[src/rtl/mult_rr_scheduler.sv]
// Round-robin scheduler sharing one registered 16x16 signed Booth multiplier
// among NUM_REQ requesters, with valid/ready handshakes on both sides.

module booth_wallace_cla (
  input  logic signed [15:0] i_a,
  input  logic signed [15:0] i_b,
  output logic signed [31:0] o_p
);
  // Radix-4 Booth recoding: each 3-bit window of {b,0} selects 0, +-a or +-2a.
  function automatic logic signed [31:0] booth_pp(input logic [2:0] dig,
                                                 input logic signed [31:0] ax);
    logic signed [31:0] pp;
    case (dig)
      3'b001, 3'b010: pp = ax;
      3'b011:         pp = ax <<< 1;
      3'b100:         pp = -(ax <<< 1);
      3'b101, 3'b110: pp = -ax;
      default:        pp = '0;
    endcase
    return pp;
  endfunction

  logic        [16:0] w_bx;
  logic signed [31:0] w_ax;
  logic signed [31:0] w_pp  [8];
  logic signed [31:0] w_sum [9];

  assign w_bx     = {i_b, 1'b0};
  assign w_ax     = {{16{i_a[15]}}, i_a};
  assign w_sum[0] = '0;

  for (genvar gj = 0; gj < 8; gj++) begin : g_pp
    assign w_pp[gj]      = booth_pp(w_bx[2*gj +: 3], w_ax) <<< (2*gj);
    assign w_sum[gj + 1] = w_sum[gj] + w_pp[gj];
  end

  assign o_p = w_sum[8];
endmodule

module mult_rr_scheduler #(
  parameter int NUM_REQ = 4,
  parameter int ID_W    = 2
) (
  input  logic                      clk,
  input  logic                      rst_n,
  input  logic [NUM_REQ-1:0]        req_valid,
  output logic [NUM_REQ-1:0]        req_ready,
  input  logic [16*NUM_REQ-1:0]     req_a,
  input  logic [16*NUM_REQ-1:0]     req_b,
  output logic                      resp_valid,
  input  logic                      resp_ready,
  output logic signed [31:0]        resp_product,
  output logic [ID_W-1:0]           resp_id,
  output logic                      busy,
  output logic [15:0]               ops_done
);
  typedef enum logic [1:0] {IDLE, EXEC, RESP} state_t;

  state_t                    r_state, w_next;
  logic [ID_W-1:0]           r_ptr;
  logic signed [15:0]        r_a_p0, r_b_p0;
  logic [ID_W-1:0]           r_id_p0;
  logic signed [31:0]        r_prod_p1;
  logic [ID_W-1:0]           r_id_p1;
  logic                      r_vld_p1;
  logic [15:0]               r_ops;

  logic signed [15:0]        w_a [NUM_REQ];
  logic signed [15:0]        w_b [NUM_REQ];
  logic                      w_found;
  logic [ID_W-1:0]           w_grant, w_nptr;
  logic [ID_W:0]             w_cand;
  logic signed [31:0]        w_prod;

  for (genvar gi = 0; gi < NUM_REQ; gi++) begin : g_unpack
    assign w_a[gi] = req_a[16*gi +: 16];
    assign w_b[gi] = req_b[16*gi +: 16];
  end

  // First valid requester at or after ptr, wrapping modulo NUM_REQ.
  always_comb begin
    w_found = 1'b0;
    w_grant = '0;
    w_cand  = '0;
    for (int k = 0; k < NUM_REQ; k++) begin
      w_cand = {1'b0, r_ptr} + (ID_W+1)'(k);
      if (w_cand >= (ID_W+1)'(NUM_REQ)) w_cand = w_cand - (ID_W+1)'(NUM_REQ);
      if (!w_found && req_valid[w_cand[ID_W-1:0]]) begin
        w_found = 1'b1;
        w_grant = w_cand[ID_W-1:0];
      end
    end
  end

  assign w_nptr = (w_grant == ID_W'(NUM_REQ - 1)) ? '0 : w_grant + 1'b1;

  always_comb begin
    w_next = r_state;
    case (r_state)
      IDLE:    if (w_found) w_next = EXEC;
      EXEC:    w_next = RESP;
      RESP:    if (resp_ready) w_next = IDLE;
      default: w_next = IDLE;
    endcase
  end

  assign req_ready = (rst_n && r_state == IDLE && w_found)
                     ? (NUM_REQ'(1) << w_grant) : '0;

  booth_wallace_cla u_mult (
    .i_a (r_a_p0),
    .i_b (r_b_p0),
    .o_p (w_prod)
  );

  always_ff @(posedge clk) begin
    if (!rst_n) begin
      r_state   <= IDLE;
      r_ptr     <= '0;
      r_a_p0    <= '0;
      r_b_p0    <= '0;
      r_id_p0   <= '0;
      r_prod_p1 <= '0;
      r_id_p1   <= '0;
      r_vld_p1  <= 1'b0;
      r_ops     <= '0;
    end else begin
      r_state <= w_next;
      case (r_state)
        // p0: operand capture on grant
        IDLE: if (w_found) begin
          r_a_p0  <= w_a[w_grant];
          r_b_p0  <= w_b[w_grant];
          r_id_p0 <= w_grant;
          r_ptr   <= w_nptr;
        end
        // p1: product capture after a full cycle through the multiplier
        EXEC: begin
          r_prod_p1 <= w_prod;
          r_id_p1   <= r_id_p0;
          r_vld_p1  <= 1'b1;
        end
        RESP: if (resp_ready) begin
          r_vld_p1 <= 1'b0;
          r_ops    <= r_ops + 16'd1;
        end
        default: ;
      endcase
    end
  end

  assign resp_valid   = r_vld_p1;
  assign resp_product = r_prod_p1;
  assign resp_id      = r_id_p1;
  assign busy         = (r_state != IDLE);
  assign ops_done     = r_ops;
endmodule

[config.mk]
export PLATFORM = sky130hd
export DESIGN_NAME = mult_rr_scheduler
export DESIGN_NICKNAME = d
export VERILOG_FILES = /design/src/rtl/mult_rr_scheduler.sv
export SDC_FILE = /design/constraint.sdc
export NUM_CORES = 1
export LEC_CHECK = 0
export CAP_MARGIN = 20
export CELL_PAD_IN_SITES_DETAIL_PLACEMENT = 0
export CELL_PAD_IN_SITES_GLOBAL_PLACEMENT = 1
export CORE_MARGIN = 4
export CORE_UTILIZATION = 39
export DETAILED_ROUTE_END_ITERATION = 10
export PLACE_DENSITY = 0.89
export SYNTH_ARGS = -nofsm -noshare
export SYNTH_HDL_FRONTEND = slang
export SYNTH_HIERARCHICAL = 1
export SYNTH_SLANG_ARGS = --single-unit
[constraint.sdc]
create_clock -name clk -period 8 [get_ports clk]
set_input_delay 1.2 -clock clk [delete_from_list [all_inputs] [get_ports clk]]
set_output_delay 1.2 -clock clk [all_outputs]
set_load 0.01 [all_outputs]
# [Word level (Yosys, flattened, before mapping)]
# Cells that the tools add are included.
[op_classes] add_sub_neg=18 n_lt_le_gt_ge=9 eq_ne=50 shifts=1 n_mux=41 n_bitwise=1 n_reduce_logical=29
[op_table] op="adder 32 bit" n=7
[op_table] op="one-hot mux 30 bit (4 select lines)" n=1
[op_table] op="one-hot mux 28 bit (4 select lines)" n=1
[op_table] op="one-hot mux 26 bit (4 select lines)" n=1
[op_table] op="one-hot mux 24 bit (4 select lines)" n=1
[op_table] op="one-hot mux 32 bit (3 select lines)" n=1
[op_table] op="one-hot mux 22 bit (4 select lines)" n=1
[op_table] op="one-hot mux 20 bit (4 select lines)" n=1
[op_table] op="one-hot mux 18 bit (4 select lines)" n=1
[op_table] op="binary-select mux 16 bit (select 2 bit)" n=2
[op_table] op="2-to-1 mux 16 bit" n=4
[op_table] op="== test 3 bit (second input constant)" n=21
[op_table] op="== test 3 x 2 -> 1 bit (second input constant)" n=14
[op_table] op="negator 16 -> 32 bit" n=1
[op_table] op="negator 17 -> 32 bit" n=1
[op_table] op="OR reduction 2 bit" n=14
[op_table] op="2-to-1 mux 2 bit" n=11
[op_table] op="== test 3 x 1 -> 1 bit (second input constant)" n=7
[op_table] op="adder 16 x 1 -> 16 bit (second input constant)" n=1
[op_table] op=">= comparator 3 bit (second input constant)" n=4
[op_table] op="less-than comparator 2 x 3 -> 1 bit (second input constant)" n=4
[op_table] op="2-to-1 mux 1 bit" n=9
[op_table] op="binary-select mux 1 bit (select 2 bit)" n=4
[op_table] op="== test 2 bit (second input constant)" n=4
[op_table] op="17 further kinds" n=33
[word_totals] ff_bits=89 in_bits=135 word_cells=158

# [Logic depth before layout (Yosys ltp)]
[depth] ltp_word=18 mapped_depth=33 depth_no_buf=29

# [Cells and area by module]
# The synthesis kept the hierarchy.
[modules_own_cells] mod="booth_wallace_cla" n_inst=1 cells_per_inst=1605 area_each_um2=11242.0
[modules_own_cells] mod="mult_rr_scheduler" n_inst=1 cells_per_inst=534 area_each_um2=4493.1

# [Worst setup path before layout]
# Ideal clock, no wire load.
[synth_path] path_type="reg2reg" startpoint="register r_a_p0[1]" endpoint="register r_prod_p1[30], in the netlist resp_product[30]" setup_time_ns=0.122 t_arrival_ns=7.327 setup_slack_ns=0.551 path_stages_with_launch=34 n_path_buf=4 path_cell_list="dfxtp_1 > clkbuf_1 > inv_1 > ha_1 > buf_2 > or3b_1 > buf_2 > or2_1 > or3_1 > or4_4 > xor2_1 > buf_2 > a21oi_1 > o22ai_1 > a21oi_1 > fa_1 > inv_1 > fa_1 > fa_1 > inv_1 > fa_1 > inv_1 > ha_1 > o21a_1 > o21ai_0 > nand2b_1 > nand2_1 > a2111oi_0 > o311ai_0 > a21oi_1 > mux2i_1 > o2111ai_1 > nand2_1 > a21boi_0"
[synth_between] elab_chain_len=9
[synth_lines] item="start: declaration" line_no="61" source="logic signed [15:0] r_a_p0, r_b_p0;"
[synth_lines] item="start signal: assignment" line_no="132" source="r_a_p0 <= w_a[w_grant];"
[synth_lines] item="negator 17 -> 32 bit or negator 16 -> 32 bit (tied branches)" line_no="16, 17"
[synth_lines] item="one-hot mux 30 bit (4 select lines) or one-hot mux 32 bit (3 select lines) (tied branches)" line_no="13" source="case (dig)"
[synth_lines] item="adder 32 bit (6 in series)" line_no="34" source="assign w_sum[gj + 1] = w_sum[gj] + w_pp[gj];"
[synth_lines] item="adder 32 bit (*)" line_no="34"
[synth_lines] item="via w_prod[30]" line_no="73" source="logic signed [31:0] w_prod;"
[synth_lines] item="end signal: assignment" line_no="139" source="r_prod_p1 <= w_prod;"
[synth_lines] item="end: declaration" line_no="63" source="logic signed [31:0] r_prod_p1;"
# Mark *: on every way through the listed nets, which the timed path passes. The rest lies on a longest branch.
# A chain may end at the register's enable or synchronous reset.

# [Worst setup path after layout]
[layout_path] startpoint="register r_a_p0[0]" endpoint="register r_prod_p1[30], in the netlist resp_product[30]"
# The elaborated chain is that of the path after synthesis.

==> results.json <==
{
  "synth_edf_count": 0,
  "synth_compound_area_share_pct": 30.14,
  "post_dp_cell_area_um2": 18170,
  "final_cell_mix": "289 x nand2_1, 189 x clkdlybuf4s50_1, 184 x o21ai_0, 158 x inv_1, 154 x a21oi_1",
  "via_count": 16699,
  "nNetsFinal": 2549,
  "regArea_um2": 1787,
  "fmax_mhz": 130.1,
  "critPathMaxStageDelay_ns": 0.55,
  "area_delta_synth_final_pct": 17.83,
  "worst-path-stages": 29,
  "core_area_um2": 39820,
  "cp-startpoint": "r_a_p0[0]$_SDFFE_PN0P_",
  "wire_per_inst_um": 21.87,
  "gp_congestion": 0.9571,
  "r2r_start": "r_a_p0[0]$_SDFFE_PN0P_",
  "postCtsHoldBufs": 0,
  "yosysWarningCount": 6,
  "vias_per_cell": 6.048,
  "pre_cts_ws_ns": -0.04032,
  "ios": 191,
  "synth-xor-area-share_pct": 6.401,
  "critPathRequiredTime_ns": 8.26,
  "htree_levels": 3,
  "syn_avg_cell_area_um2": 7.356,
  "grt_pass1_wl_um": 94030,
  "hold_depth": 2,
  "post-route-min-period_ns": 7.684,
  "hold_class": "reg -> reg",
  "cp_top_family": "adder cells",
  "syn-cell-area_um2": 15740,
  "drc": 0,
  "worst_pin_slew_ns": 1.058,
  "antenna_left": 0,
  "yosys-top-cells-area": "fa_1 17%, dfxtp_1 11%, nand2_1 6.9%, o21ai_0 5.9%, mux2i_1 5.0%",
  "cts_tree": "yes",
  "end_kind": "flop",
  "synth_top_area_share_pct": 16.67,
  "reg2reg_depth": 29,
  "r2r_end": "resp_product[30]$_SDFFE_PN0P_",
  "grt_max_degree": 59,
  "r2r_slack_ns": 0.32,
  "path_clk_slew_ns": 0.10,
  "antenna_found_initial": 0,
  "synth_top_area_cell": "fa_1",
  "crit_type": "reg -> reg",
  "portBuffers": 190,
  "slew_viol_final": 0,
  "cts_resized": 2,
  "grt_use_total_pct": 26.85,
  "synth_top_family_by_area": "compound AO/OA/AOI/OAI gates",
  "clk_latency_ns": 0.40,
  "setup_viol": 0,
  "synth.distinct_cells": 83,
  "ys_ff_latch": 89,
  "die_area_um2": 43620,
  "dr.pass1.iters": 6,
  "clockBufferDepth": 2,
  "crit_path_top_delay_cell": "fa_1",
  "dieHeight_um": 208.9,
  "status": "complete, no violations",
  "path_buf_inv": 4,
  "ys_seq_area_share_pct": 11.32,
  "crit_end": "resp_product[30]$_SDFFE_PN0P_",
  "start_util_pct": 39.51,
  "async_reset_ff_share_pct": 0,
  "skew_ns": 0.03881,
  "min_period_over_period_pct": 96.05,
  "cts_sinks": 89,
  "ctsRootBufferMaster": "clkbuf_16",
  "synth-main-ff-cell": "dfxtp_1",
  "n_antenna_cell": 0,
  "die_w_um": 208.9,
  "hold_viol": 0,
  "cap_viol_max_count": 0,
  "layout_commonest_cell": "nand2_1",
  "setup_ws_ns": 0.3159,
  "synthAdderAreaFrac_pct": 20.80,
  "cp.arrival_ns": 7.94,
  "overflow": 0,
  "startpoint_type": "flop",
  "synth_nets": 2457,
  "synthSimpleGateAreaFrac_pct": 16.45,
  "cp_max_fo": 7,
  "cts_buffers": 9,
  "hpwlAfterDp_um": 46650,
  "muxShareOfSynthArea_pct": 5.526,
  "rows": 73,
  "grt_pass1_vias": 16162,
  "max_slew_margin_pct": 29.49,
  "rsz0062_at_grt": "no",
  "routed_wl_um": 60390,
  "fillers": 4056,
  "final_area_um2": 18540,
  "multiInputGateArea_um2": 12560,
  "drt_first_iter_violations": 1761,
  "drive_above_1_share_pct": 7.335,
  "synthCells": 2139,
  "post_cts.repair.setup_buffers": 0
}
-- metal layers --
layer,share of wire [%],track usage (%)
met4,4.5,10.78
met2,45,43.21
met3,10,5.870
met5,0,0
met1,40,35.20
-- cells by family (layout without fill, tap and decap cells) --
family / Yosys count / after routing
flip-flops: 89 / 89
buffers and inverters: 371 / 468
adder cells (fa/ha/maj): 183 / 183
XOR/XNOR: 109 / 109
AND/OR/NAND/NOR: 578 / 578
multiplexers: 86 / 86
AO/OA/AOI/OAI: 723 / 723
-- how the worst min path moves through the flow --
stage                             startpoint                            end
2_1_floorplan        r_id_p0[1]$_SDFFE_PN0P_        resp_id[1]$_SDFFE_PN0P_
3_3_place_gp         r_id_p0[0]$_SDFFE_PN0P_        resp_id[0]$_SDFFE_PN0P_
3_5_place_dp   resp_product[12]$_SDFFE_PN0P_  resp_product[12]$_SDFFE_PN0P_
4_1_cts         resp_product[7]$_SDFFE_PN0P_   resp_product[7]$_SDFFE_PN0P_
5_1_grt        resp_product[10]$_SDFFE_PN0P_  resp_product[10]$_SDFFE_PN0P_
6_report        resp_product[7]$_SDFFE_PN0P_   resp_product[7]$_SDFFE_PN0P_
-- synth_stat cells (11+ instances only) --
cell type  instances
a22oi_1           33
nand2_1          289
buf_2             26
fa_1             131
o211ai_1          50
nor3_1            19
a211oi_1          16
dfxtp_1           89
a21boi_0          39
clkbuf_1         142
or3_1             11
a21o_1            31
nor2_1           124
xor2_1            37
mux2i_1           79
nand3_1           50
o22ai_1           27
a21oi_1          156
and2_1            20
inv_1            158
a31oi_1           23
ha_1              52
a211o_1           39
xnor2_1           68
buf_1             27
a221oi_1          43
o21ai_0          186
nor2b_1           13
-- through the flow --
| step | setup TNS, ns | util [%] | hold slack [ns] | instances |
|---|---|---|---|---|
| floorplan | 0 | - | 0.4403 | 2139 |
| global placement | 0 | 45.63 | 0.4516 | 2745 |
| detailed placement | -0.04032 | 45.63 | 0.4609 | 2745 |
| CTS | 0 | 46.39 | 0.4708 | 2761 |
| global route | 0 | 46.56 | 0.4891 | 2761 |
| finish | 0 | 46.56 | 0.4648 | 2761 |
-- registers in the layout (all words and copies together), names as in the netlist --
register	flops
resp_id	2
resp_product	32
r_ptr	2
r_state	2
r_a_p0	16
r_id_p0	2
resp_valid	1
r_b_p0	16
ops_done	16
-- final cells by class --
| cell class | count | share of cell area (%) |
|---|---|---|
| Multi-Input combinational cell | 1679 | 67.76 |
| Timing Repair Buffer | 285 | 14.08 |
| Sequential cell | 89 | 9.637 |
| Tap cell | 525 | 3.543 |
| Inverter | 167 | 3.395 |
| Clock buffer | 10 | 1.289 |
| Clock inverter | 6 | 0.3037 |
-- tightest hold or removal path, stage by stage, from the launching register on --
cell	delay (ns)
dfxtp_1	0.31
nand2_1	0.05
a21boi_0	0.06
Power is left out: the tool's default activity adds up to more than one toggle a clock period on the data nets, which glitch-free logic cannot reach.
==> edit 1: new RTL, config.mk and constraints unchanged <==
The parameter `ID_W` goes from 2 to 4.
--- a/src/rtl/mult_rr_scheduler.sv
+++ b/src/rtl/mult_rr_scheduler.sv
@@ -41,3 +41,3 @@
   parameter int NUM_REQ = 4,
-  parameter int ID_W    = 2
+  parameter int ID_W    = 4
 ) (
Interface: changed (resized resp_id); port bits go from 191 to 193. No check against the original RTL was run, so the function may have changed too.
==> edit 1 against the original RTL <==
Largest cell class unchanged; cell area grew 6.3%; final cell count grew 6.2%; critical path type unchanged; sequential cell count grew 6; non-clock buffer count shrank 11; via count grew 9.1%; maximum frequency grew 1.2%; synthesized cell count grew 6.6%; routed wire length grew 12%; setup slack gained 0.089 ns; synthesized area grew 8.2%.
Power is not shown: default switching activity piles up to over one toggle a cycle in this logic, so the estimate is an artifact.
==> edit 1: results (changes against the original RTL) <==
outcome = finished, final reports clean
filler cell count in the final layout = 4,382 (+8.0%)
Async SR Flop Fraction = 0 (unchanged)
highest net fanout along the worst path = 14 (+7)
YS warnings = 6 (unchanged)
Met3 Routed Length = 7220 um (+16%)
drc violations = 0 (unchanged)
GR Util All Layers = 0.280 (+0.0118)
Pre-antenna DRT Iters = 6 (unchanged)
cts bufs inserted = 9 (unchanged)
Clock Skews = 0.0197 ns (-0.0191 ns)
Slew HR = 0.225 (-0.0701)
Syn Area/Cell = 7.47 um2 (+1.6%)
highest metal used = met4
deepest clock path buffer count = 2 (unchanged)
Clock Latency Late Sink = 0.39 ns
Worst path slowest cell = nor4_1
H-tree levels = 3 (unchanged)
met1 WL = 27,200 um (+12%)
hpwl dp = 52,200 um (+12%)
number of diodes = 0 (unchanged)
DR iter-0 viols = 2,078 (+18%)
Post-Syn Nets = 2,607 (+6.1%)
initial antenna violation count = 0 (unchanged)
Worst EP arrival = 7.89 ns (-0.05 ns)
Reg clk slew, reported paths = 0.08 ns (-0.02 ns)
Cell variety after synth = 90 (+8.4%)
Synth area leaders = fa_1 (15%), dfxtp_1 (11%), a21oi_1 (7.7%)
pre-CTS WS = 0.620 ns (+0.661 ns)
Placement Cell Area = 0.0194 mm2 (+6.7%)
Primary FF master, synth = dfxtp_1
worst min path class = register to register
total routed wirelength = 67,700 um (+12%)
most frequent cells after synthesis = a21oi_1 (263), nand2_1 (249), inv_1 (198), clkbuf_1 (178), o21ai_0 (159)
port bufs = 192 (+1.1%)
dpl cells = 2,917 (+6.3%)
Placer Congestion = 0.992 (+3.6%)
number of flip-flops in the largest register = 32 (unchanged)
met2 routed WL = 30,000 um (+10%)
crit-path max cell delay = 0.82 ns (+0.27 ns)
CTS root buf = clkbuf_16
via count = 18,200 (+9.1%)
post-CTS setup buffers = 0 (unchanged)
Seq/Total Area, Yosys = 0.112 (-0.00157)
first-pass GRT wire length = 104,000 um (+11%)
post_cts resized = 0 (-2)
largest net degree at the start of global routing = 81 (+37%)
share of cells above drive strength 1 = 0.0830 (+0.00970)
Final Net Count = 2,670 (+4.7%)
Vias/cell = 6.21 (+2.7%)
## edit 1: critical path: cells and delay by family, from the launching register on
kind,cells,cell delay (ns)
simple gates,5,1.59
buf+inv,3,0.18
fa+ha+maj,5,2.31
xor+xnor,2,0.79
compound gates,8,2.10
flops,1,0.54
## edit 1: kinds of logic after synthesis
logic type / count (synthesis) / synth area share
muxes: 99 / 0.0758
and+or+nand+nor: 514 / 0.133
AOI/OAI and AO/OA: 851 / 0.327
DFF: 95 / 0.112
adders and majority gates: 192 / 0.199
xor gates and xnor gates: 102 / 0.0533
buffers and inverters: 427 / 0.101
## edit 1: path summary, 6_finish.rpt
| kind | start | end | slack (ns) | depth (start not counted) |
|---|---|---|---|---|
| min reg2reg | resp_product[7] | resp_product[7] | 0.46 | 2 |
| max reg2reg | r_a_p0[9] | resp_product[29] | 0.40 | 23 |
| min | resp_product[7] | resp_product[7] | 0.46 | 2 |
| max | r_a_p0[9] | resp_product[29] | 0.40 | 23 |
## edit 1: layout make-up
| cell class | count | area, um2 | share of cell area |
|---|---|---|---|
| inverters | 205 | 777 | 0.0394 |
| flip-flops and latches | 95 | 1910 | 0.0970 |
| repair buffers | 274 | 2540 | 0.129 |
| multi-input cells | 1758 | 13400 | 0.681 |
| clock buffers | 9 | 225 | 0.0114 |
| well taps | 585 | 732 | 0.0371 |
| clock inverters | 7 | 95.1 | 0.00482 |
## edit 1: layer usage
metal / up-vias / global-route usage
li1: 8235 / -
met1: 8747 / 0.369
met2: 1072 / 0.446
met3: 163 / 0.0637
met4: 0 / 0.117
met5: - / 0
==> edit 2: new RTL, same settings <==
Without the edit above. Reset style: asynchronous (`rst_n`), changed in one clocked block.
--- a/src/rtl/mult_rr_scheduler.sv
+++ b/src/rtl/mult_rr_scheduler.sv
@@ -115,3 +115,3 @@
 
-  always_ff @(posedge clk) begin
+  always_ff @(posedge clk or negedge rst_n) begin
     if (!rst_n) begin
Formal check against the unedited RTL: not equivalent (a bounded check fails within 4 cycles, from zero or initial values and one cycle with rst_n low; the reset may be asserted at any time).
==> edit 2 against the original RTL <==
Setup slack worse by 0.010 ns; cell area shrank 0.18%; count of clock-buffer cells in the layout increased by 1; global-route usage decreased by 0.15 points; synthesized area decreased by 0.15%; maximum frequency decreased by 0.13%; routed wire length shrank 1.4%; worst hold slack gained 0.014 ns; synthesized cell count down 6.5%; die area shrank 0.15%; sequential cell count unchanged; final cell count is 4.7% lower; highest routed layer unchanged.
Power is left out: the tool's default activity adds up to more than one toggle a clock period on the data nets, which glitch-free logic cannot reach.
==> edit 2: results (changes against the original RTL) <==
outcome = finished, final reports clean
Reg clk slew, reported paths = 0.07 ns (-0.03 ns)
most frequent cells after synthesis = nand2_1 (195), inv_1 (156), nor2_1 (155), a21oi_1 (154), o21ai_0 (150)
GR Util met2 = 0.434 (+0.00213)
hpwl dp = 44,700 um (-4.2%)
Worst R2R Start = r_a_p0[1]
largest net degree at the start of global routing = 67 (+14%)
first-pass GRT wire length = 93,000 um (-1.1%)
hold depth = 1 (-1)
Post-Syn Nets = 2,318 (-5.7%)
highest net fanout along the worst path = 9 (+2)
Primary FF master, synth = dfrtp_1
via count = 16,100 (-3.4%)
Hold Path Sink = ops_done[15]
Worst Max-Slew Pin Slew = 1.11 ns (+0.0477 ns)
post-synthesis compound-gate area fraction = 0.269 (-0.0320)
Final Net Count = 2,419 (-5.1%)
Met3 Routed Length = 5330 um (-15%)
share of cells above drive strength 1 = 0.0878 (+0.0145)
Worst EP arrival = 7.97 ns (+0.03 ns)
setup ws final = 0.306 ns (-0.0101 ns)
mux cell area share after synthesis = 0.0785 (+0.0233)
met3 usage = 0.0542 (-0.00450)
adder-cell share of the synthesized area = 0.208 (+0.000315)
min-delay src = ops_done[15]
YS warnings = 6 (unchanged)
worst-case reg-to-reg path depth = 27 (-6.9%)
met1 usage in global routing = 0.336 (-0.0161)
Synth area leaders = fa_1 (17%), dfrtp_1 (14%), a21oi_1 (4.9%)
met2 routed WL = 27,300 um (+0.49%)
met1 WL = 23,300 um (-4.0%)
Async SR Flop Fraction = 1.00 (+1.00)
filler cell count in the final layout = 3,978 (-1.9%)
Final Hold Slack = 0.479 ns (+0.0137 ns)
Clock Skews = 0.0104 ns (-0.0285 ns)
Clock Latency Late Sink = 0.38 ns (-0.02 ns)
DR iter-0 viols = 1,969 (+12%)
crit path to = resp_product[31]
Seq/Total Area, Yosys = 0.142 (+0.0285)
number of diodes = 0 (unchanged)
average wire per standard cell = 22.6 um (+3.5%)
vias in the first global route = 16,000 (-0.96%)
Synth Area in XOR/XNOR = 0.0658 (+0.00177)
Placer Congestion = 1.01 (+5.1%)
worst min path class = register to register
[edit 2: final cells by class]
| type | instances | share of cell area |
|---|---|---|
| clock buffer | 11 | 0.0126 |
| clock inverter | 5 | 0.00345 |
| inverter | 165 | 0.0337 |
| multi-input combinational | 1557 | 0.655 |
| sequential | 89 | 0.120 |
| tap | 525 | 0.0355 |
| timing repair buffer | 279 | 0.140 |
[edit 2: metrics by stage]
step                      std cells  utilization
final                          2631        0.465
after CTS                      2630        0.463
after global routing           2631        0.465
after global placement         2613        0.455
after floorplan                2000            -
after detailed placement       2614        0.456
[edit 2: logic make-up after synthesis]
| group | Yosys count |
|---|---|
| buffers and inverters | 354 |
| AOI/OAI and AO/OA | 646 |
| DFF | 89 |
| and+or+nand+nor | 498 |
| xor gates and xnor gates | 112 |
| muxes | 118 |
| adders and majority gates | 183 |
[edit 2: repair_timing]
action                                  CTS  global route
pin swaps                                 0             1
gates resized for setup                   2            12
endpoints found under the setup margin    2             6
hold buffers                              0             0
